$ cat src/rtl/axis_xfft_config_rx_if.sv
// AXI-Stream bundle carrying the 16-bit xfft configuration word.
// The master drives data/valid/last; the slave returns ready.
interface axis_xfft_config_rx_if;
  logic [15:0] tdata;
  logic        tvalid;
  logic        tready;
  logic        tlast;

  modport master (
    output tdata,
    output tvalid,
    output tlast,
    input  tready
  );

  modport slave (
    input  tdata,
    input  tvalid,
    input  tlast,
    output tready
  );
endinterface

$ cat src/rtl/axis_xfft_config_rx.sv
// xfft config receiver: range-checks words, applies them at frame boundaries.
// Optional macro AXIS_CFG_TLAST_CHECK_EN also rejects words sent without tlast.
module axis_xfft_config_rx #(
  parameter int DEFAULT_NFFT    = 10,
  parameter int DEFAULT_FWD_INV = 1,
  parameter int NFFT_MIN        = 3,
  parameter int NFFT_MAX        = 16
) (
  input  logic                        aclk,
  input  logic                        resetn,
  axis_xfft_config_rx_if.slave        s_axis,
  input  logic                        mon_tvalid,
  input  logic                        mon_tready,
  input  logic                        mon_tlast,
  output logic [4:0]                  nfft_log2,
  output logic                        fwd_inv,
  output logic [5:0]                  scale_sch,
  output logic                        cfg_applied,
  output logic                        cfg_error,
  output logic                        frame_len_err,
  output logic [7:0]                  err_count
);

  typedef enum logic [1:0] {
    IDLE    = 2'd0,
    PENDING = 2'd1,
    APPLY   = 2'd2
  } state_t;

  localparam logic [4:0] MIN5 = 5'(NFFT_MIN);
  localparam logic [4:0] MAX5 = 5'(NFFT_MAX);

  state_t      state_q;
  state_t      state_d;
  logic        tready_q;
  logic [16:0] beat_cnt;
  logic [4:0]  sh_nfft;
  logic        sh_fwd;
  logic [5:0]  sh_scale;

  logic        accept;
  logic        mon_beat;
  logic        word_ok;
  logic        load_sh;
  logic        reject;
  logic [4:0]  eff_nfft;
  logic [16:0] frame_last;
  logic        at_end;
  logic        boundary;
  logic        unused_bits;

  assign s_axis.tready = tready_q;
  assign accept        = s_axis.tvalid & tready_q;
  assign mon_beat      = mon_tvalid & mon_tready;
  assign unused_bits   = ^{s_axis.tdata[9], s_axis.tdata[7:5], s_axis.tlast};

`ifdef AXIS_CFG_TLAST_CHECK_EN
  assign word_ok = (s_axis.tdata[4:0] >= MIN5) &&
                   (s_axis.tdata[4:0] <= MAX5) &&
                   s_axis.tlast;
`else
  assign word_ok = (s_axis.tdata[4:0] >= MIN5) &&
                   (s_axis.tdata[4:0] <= MAX5);
`endif

  // During APPLY the new size already governs the frame being counted
  assign eff_nfft   = (state_q == APPLY) ? sh_nfft : nfft_log2;
  assign frame_last = (17'd1 << eff_nfft) - 17'd1;
  assign at_end     = (beat_cnt == frame_last);
  assign boundary   = mon_beat & at_end;

  always_comb begin
    state_d = state_q;
    load_sh = 1'b0;
    reject  = 1'b0;
    unique case (state_q)
      IDLE: begin
        if (accept) begin
          if (word_ok) begin
            load_sh = 1'b1;
            state_d = (beat_cnt == 17'd0 && !mon_beat) ? APPLY : PENDING;
          end else begin
            reject = 1'b1;
          end
        end
      end
      PENDING: begin
        if (boundary) state_d = APPLY;
      end
      APPLY:   state_d = IDLE;
      default: state_d = IDLE;
    endcase
  end

  always_ff @(posedge aclk) begin
    if (!resetn) begin
      state_q       <= IDLE;
      tready_q      <= 1'b0;
      nfft_log2     <= 5'(DEFAULT_NFFT);
      fwd_inv       <= 1'(DEFAULT_FWD_INV);
      scale_sch     <= 6'd0;
      cfg_applied   <= 1'b0;
      cfg_error     <= 1'b0;
      frame_len_err <= 1'b0;
      err_count     <= 8'd0;
      beat_cnt      <= 17'd0;
      sh_nfft       <= 5'd0;
      sh_fwd        <= 1'b0;
      sh_scale      <= 6'd0;
    end else begin
      state_q     <= state_d;
      tready_q    <= (state_d == IDLE);
      cfg_applied <= (state_q == APPLY);
      if (load_sh) begin
        sh_nfft  <= s_axis.tdata[4:0];
        sh_fwd   <= s_axis.tdata[8];
        sh_scale <= s_axis.tdata[15:10];
      end
      if (state_q == APPLY) begin
        nfft_log2 <= sh_nfft;
        fwd_inv   <= sh_fwd;
        scale_sch <= sh_scale;
      end
      if (reject) begin
        cfg_error <= 1'b1;
        if (err_count != 8'hFF) err_count <= err_count + 8'd1;
      end
      if (mon_beat) begin
        beat_cnt <= at_end ? 17'd0 : beat_cnt + 17'd1;
        if (mon_tlast != at_end) frame_len_err <= 1'b1;
      end
    end
  end

endmodule

$ cat src/flat_wrapper.sv
// flat-port wrapper written by rule: the top's interface ports become plain ports
module axis_xfft_config_rx_flat 
#(
  parameter int DEFAULT_NFFT    = 10,
  parameter int DEFAULT_FWD_INV = 1,
  parameter int NFFT_MIN        = 3,
  parameter int NFFT_MAX        = 16
)
  (aclk, resetn, mon_tvalid, mon_tready, mon_tlast, nfft_log2, fwd_inv, scale_sch, cfg_applied, cfg_error, frame_len_err, err_count, s_axis_tdata, s_axis_tvalid, s_axis_tlast, s_axis_tready);
  axis_xfft_config_rx_if s_axis_i ();
  input  logic aclk;
  input  logic resetn;
  input  logic mon_tvalid;
  input  logic mon_tready;
  input  logic mon_tlast;
  output logic [4:0] nfft_log2;
  output logic fwd_inv;
  output logic [5:0] scale_sch;
  output logic cfg_applied;
  output logic cfg_error;
  output logic frame_len_err;
  output logic [7:0] err_count;
  input wire logic [$bits(s_axis_i.tdata)-1:0] s_axis_tdata;
  input wire logic [$bits(s_axis_i.tvalid)-1:0] s_axis_tvalid;
  input wire logic [$bits(s_axis_i.tlast)-1:0] s_axis_tlast;
  output wire logic [$bits(s_axis_i.tready)-1:0] s_axis_tready;
  assign s_axis_i.tdata = s_axis_tdata;
  assign s_axis_i.tvalid = s_axis_tvalid;
  assign s_axis_i.tlast = s_axis_tlast;
  assign s_axis_tready = s_axis_i.tready;
  axis_xfft_config_rx #(.DEFAULT_NFFT(DEFAULT_NFFT), .DEFAULT_FWD_INV(DEFAULT_FWD_INV), .NFFT_MIN(NFFT_MIN), .NFFT_MAX(NFFT_MAX)) u_core (.aclk(aclk), .resetn(resetn), .s_axis(s_axis_i), .mon_tvalid(mon_tvalid), .mon_tready(mon_tready), .mon_tlast(mon_tlast), .nfft_log2(nfft_log2), .fwd_inv(fwd_inv), .scale_sch(scale_sch), .cfg_applied(cfg_applied), .cfg_error(cfg_error), .frame_len_err(frame_len_err), .err_count(err_count));
endmodule
$ cat config.mk
export PLATFORM = sky130hd
export DESIGN_NAME = axis_xfft_config_rx_flat
export DESIGN_NICKNAME = d
export VERILOG_FILES = /design/src/rtl/axis_xfft_config_rx_if.sv /design/src/rtl/axis_xfft_config_rx.sv /design/src/flat_wrapper.sv
export SDC_FILE = /design/constraint.sdc
export NUM_CORES = 1
export LEC_CHECK = 0
export ABC_AREA = 1
export BUFFER_PORTS_ARGS = -buffer_cell sky130_fd_sc_hd__buf_2
export CAP_MARGIN = 20
export CORE_MARGIN = 5
export CORE_UTILIZATION = 30
export CTS_CLUSTER_DIAMETER = 80
export CTS_CLUSTER_SIZE = 28
export DETAILED_ROUTE_END_ITERATION = 12
export HOLD_SLACK_MARGIN = 0.1
export PLACE_DENSITY = 0.55
export SLEW_MARGIN = 20
export SYNTH_ARGS = -nofsm -noshare
export SYNTH_HDL_FRONTEND = slang
export SYNTH_SLANG_ARGS = --single-unit
export TNS_END_PERCENT = 30
$ cat constraint.sdc
create_clock -name aclk -period 3.7 [get_ports aclk]
set_input_delay 0.37 -clock aclk [delete_from_list [all_inputs] [get_ports aclk]]
set_output_delay 0.37 -clock aclk [all_outputs]
set_load 0.05 [all_outputs]
==> metrics.md <==
| Metric | Value |
|---|---|
| Count leader, synth | nand2_1 |
| Gr ovfl total | 0 |
| Hold path depth | 3 |
| Share of cells above drive strength 1 | 0.151 |
| RSZ-0062 raised after global routing | false |
| Drt total wl | 8340 µm |
| Worst-Skew Late Latency | 320 ps |
| First-pass GRT wire length | 14400 µm |
| Final instance area | 3690 µm² |
| Post-Synthesis Cells | 514 |
| Die Y | 115 µm |
| Crit-path max FO | 19 |
| Setup skew after layout | 10.2 ps |
| Synth cell count leaders | nand2_1, nor2_1, inv_1 |
| WP data arrival | 3310 ps |
| Hold Vio Cnt, Final | 0 |
| Worst hold path startpoint | s_axis_tdata[13] |
| Adder-cell share of the synthesized area | 0.0151 |
| Crit path time final | 3140 ps |
| Setup TNS Final | 0 ps |
| Clock tree buffer depth | 2 |
| Clk sinks | 55 |
| Port Buffers | 41 |
| Clock Tree Root | clkbuf_8 |
| DIE AREA | 13300 µm² |
| IO Count | 47 |
| Post-synth net total | 541 |
| Worst-path clk slew | 110 ps |
| Finished Layout Cells | 690 |
| Critical Path RT | 3880 ps |
| Area share of the largest cell type after synthesis | 0.332 |
| Dpl cells | 683 |
| Core Area | 10800 µm² |
| Tightest Pin Transition | 607 ps |
| Number of diodes | 0 |
| Async S/R FF share, synth | 0 |
| Final #Nets | 577 |
| Top cells by area, synth | dfxtp_1, nand2_1, nor2_1 |
| Largest family of logic cells by synthesized area | simple AND/OR/NAND/NOR gates |
| Commonest register cell after synthesis | dfxtp_1 |
| CTS tree | done |
| Footprint of the multi-input gates | 1900 µm² |
| Vias after detailed routing | 3222 |
| FF+latch area | 1100 µm² |
| Post-DRT Antenna Nets | 0 |
| Layout area overhead | 11.5% |
| Total chip power | 1.25 mW |
| Hpwl dp | 6500 µm |
| CP Launch Type | flop |
| GPL Wtd Cong | 0.843 |
| 1st-iter DRT viols | 164 |
| Filler instances | 1215 |
| Post-synth EDFFs | 0 |
| Maxcap violations | 0 |
| Synth area leader | dfxtp_1 |
| Flop2flop setup slack | 560 ps |
| Final core occ | 0.341 |
| Final setup violation count | 0 |
| Warnings, synthesis | 0 |
| Pre-antenna DRT Iters | 4 |
| Vias in the first global route | 3058 |
| Tcrit/Tclk final | 0.848 |
| Initial antenna violation count | 0 |
| Synth Area in Compound Gates | 0.0929 |
| Lkg Pwr | 1.65 nW |
| Hold EP | u_core.sh_scale[3] |
| Tot GR Track Use | 0.133 |
| Worst reg2reg path endpoint | u_core.beat_cnt[6] |
| Reg2reg path depth | 18 |
| H-tree Lvls | 2 |
| Die Wd | 115 µm |
| Vias per std cell | 4.67 |
| Resize count post-CTS | 0 |
| Post-CTS setup buffer count | 0 |
| Seq cells post-synth | 55 |
| Post-CTS Hold Fix Bufs | 0 |
| Hold crit path type | in -> reg |
| Min Hold Slack | 275 ps |
| Kind of critical path | reg -> reg |
| Sequential area share after synthesis | 0.332 |
| Avg Cell Area, Syn | 6.45 µm² |
| Peak Freq | 0.319 GHz |
| Starting Density | 0.306 |
| Largest net degree at the start of global routing | 32 |
| Avg WL per Cell | 12.1 µm |
| Rel. slew slack | 0.591 |
| Xor and xnor area share after synthesis | 0.0238 |
| Mux share of post-synthesis cell area | 0 |
| Synth Cell Area | 3310 µm² |
| Placed cell area | 3610 µm² |
| Power per cell area | 339 nW/µm² |
| Post-Place Worst Slack | 443 ps |
| Number of CTS-inserted buffers | 5 |
| Post-Synth Simple-Gate Area | 0.441 |
| Reg2Reg Launch Point | u_core.state_q[0] |
| Fin. max-slew vios | 0 |
| Status | completed |
| DRC violations left | 0 |
| Final setup margin | 562 ps |
| Core Rows | 38 |
| VDD IR max | 134 µV |
| Count of cell types in the netlist | 36 |
| Crit. End Element | flop |
## cell type report
type / instances / share of cell area
Multi-Input combinational cell: 387 / 0.513
Sequential cell: 55 / 0.298
Inverter: 59 / 0.0599
Timing Repair Buffer: 42 / 0.0576
Tap cell: 140 / 0.0474
Clock buffer: 5 / 0.0186
Clock inverter: 2 / 0.00474
## layer usage
| metal | routed length, µm | vias up | GRT usage |
|---|---|---|---|
| met5 | 0 | - | 0 |
| li1 | - | 1720 | - |
| met3 | 344 | 8 | 0.0226 |
| met1 | 4030 | 1439 | 0.175 |
| met4 | 87 | 0 | 0.0352 |
| met2 | 3880 | 55 | 0.224 |
## worst max-delay path: stages, from the launching register on
cell     delay [ps]
dfxtp_1         410
inv_2           140
nand2_4         200
nand2_1          70
nand2_1         140
nand2_1         210
nor2_1          240
inv_1            70
ha_1            300
nand3_2         170
inv_2            60
nand2_1         100
nand3_1          80
nand2_1          80
nand2_1          60
nor2_2          230
nand3_4         140
nand2_4         210
nor3_1           80
## worst max-delay path by stage
stage	start	endpoint	depth (start not counted)	slack (ps)
6_report	u_core.state_q[0]	u_core.beat_cnt[6]	18	560
2_1_floorplan	u_core.nfft_log2[3]	u_core.beat_cnt[9]	18	990
5_1_grt	u_core.state_q[0]	u_core.beat_cnt[6]	19	60
3_5_place_dp	u_core.state_q[1]	u_core.beat_cnt[6]	18	440
4_1_cts	u_core.state_q[1]	u_core.beat_cnt[6]	18	410
3_3_place_gp	u_core.state_q[1]	u_core.beat_cnt[14]	18	490
## layout by cell type (no fill, tap or decap), types with 2 or more instances in the layout
cell type  netlist  routed
xnor2_1          2       2
a21oi_1         22      22
inv_2            2       2
nor3_1          17      17
nand4_1          8       8
nand3_4          2       2
nand3_1         45      45
buf_2            0      41
o21ai_0         29      29
inv_1           57      57
ha_1             4       4
nor2_4           2       2
nand2_1        124     124
nor2_2          11      11
nor3b_1          4       4
nand2_4          3       3
dfxtp_1         55      54
a31oi_1          2       2
nand3_2          2       2
nor2_1          83      83
xor2_1           7       7
nor3_2           4       4
nor4_1           2       2
clkbuf_8         0       5
nand2_2          5       5
## where the power goes
part           switching (mW)  total [mW]  internal [mW]
combinational           0.200       0.282         0.0824
clock                   0.211       0.345          0.134
sequential             0.0140       0.626          0.612
total                   0.425        1.25          0.829
## registers in the layout, summed over array words and instances, names as in the netlist
signal	count
u_core.beat_cnt	17
u_core.err_count	8
u_core.scale_sch	6
u_core.sh_scale	6
u_core.nfft_log2	5
u_core.sh_nfft	5
u_core.state_q	2
u_core.cfg_applied	1
u_core.cfg_error	1
u_core.frame_len_err	1
u_core.fwd_inv	1
u_core.s_axis.tready	1
u_core.sh_fwd	1
## logic make-up (layout without fill, tap and decap cells)
kind of cell,count (synthesis),count (layout)
adder cells (fa/ha/maj),4,4
AND/OR/NAND/NOR,316,316
AO/OA/AOI/OAI,58,58
buffers and inverters,72,108
XOR/XNOR,9,9
flip-flops,55,55
Power figures use the tool's default switching activity.
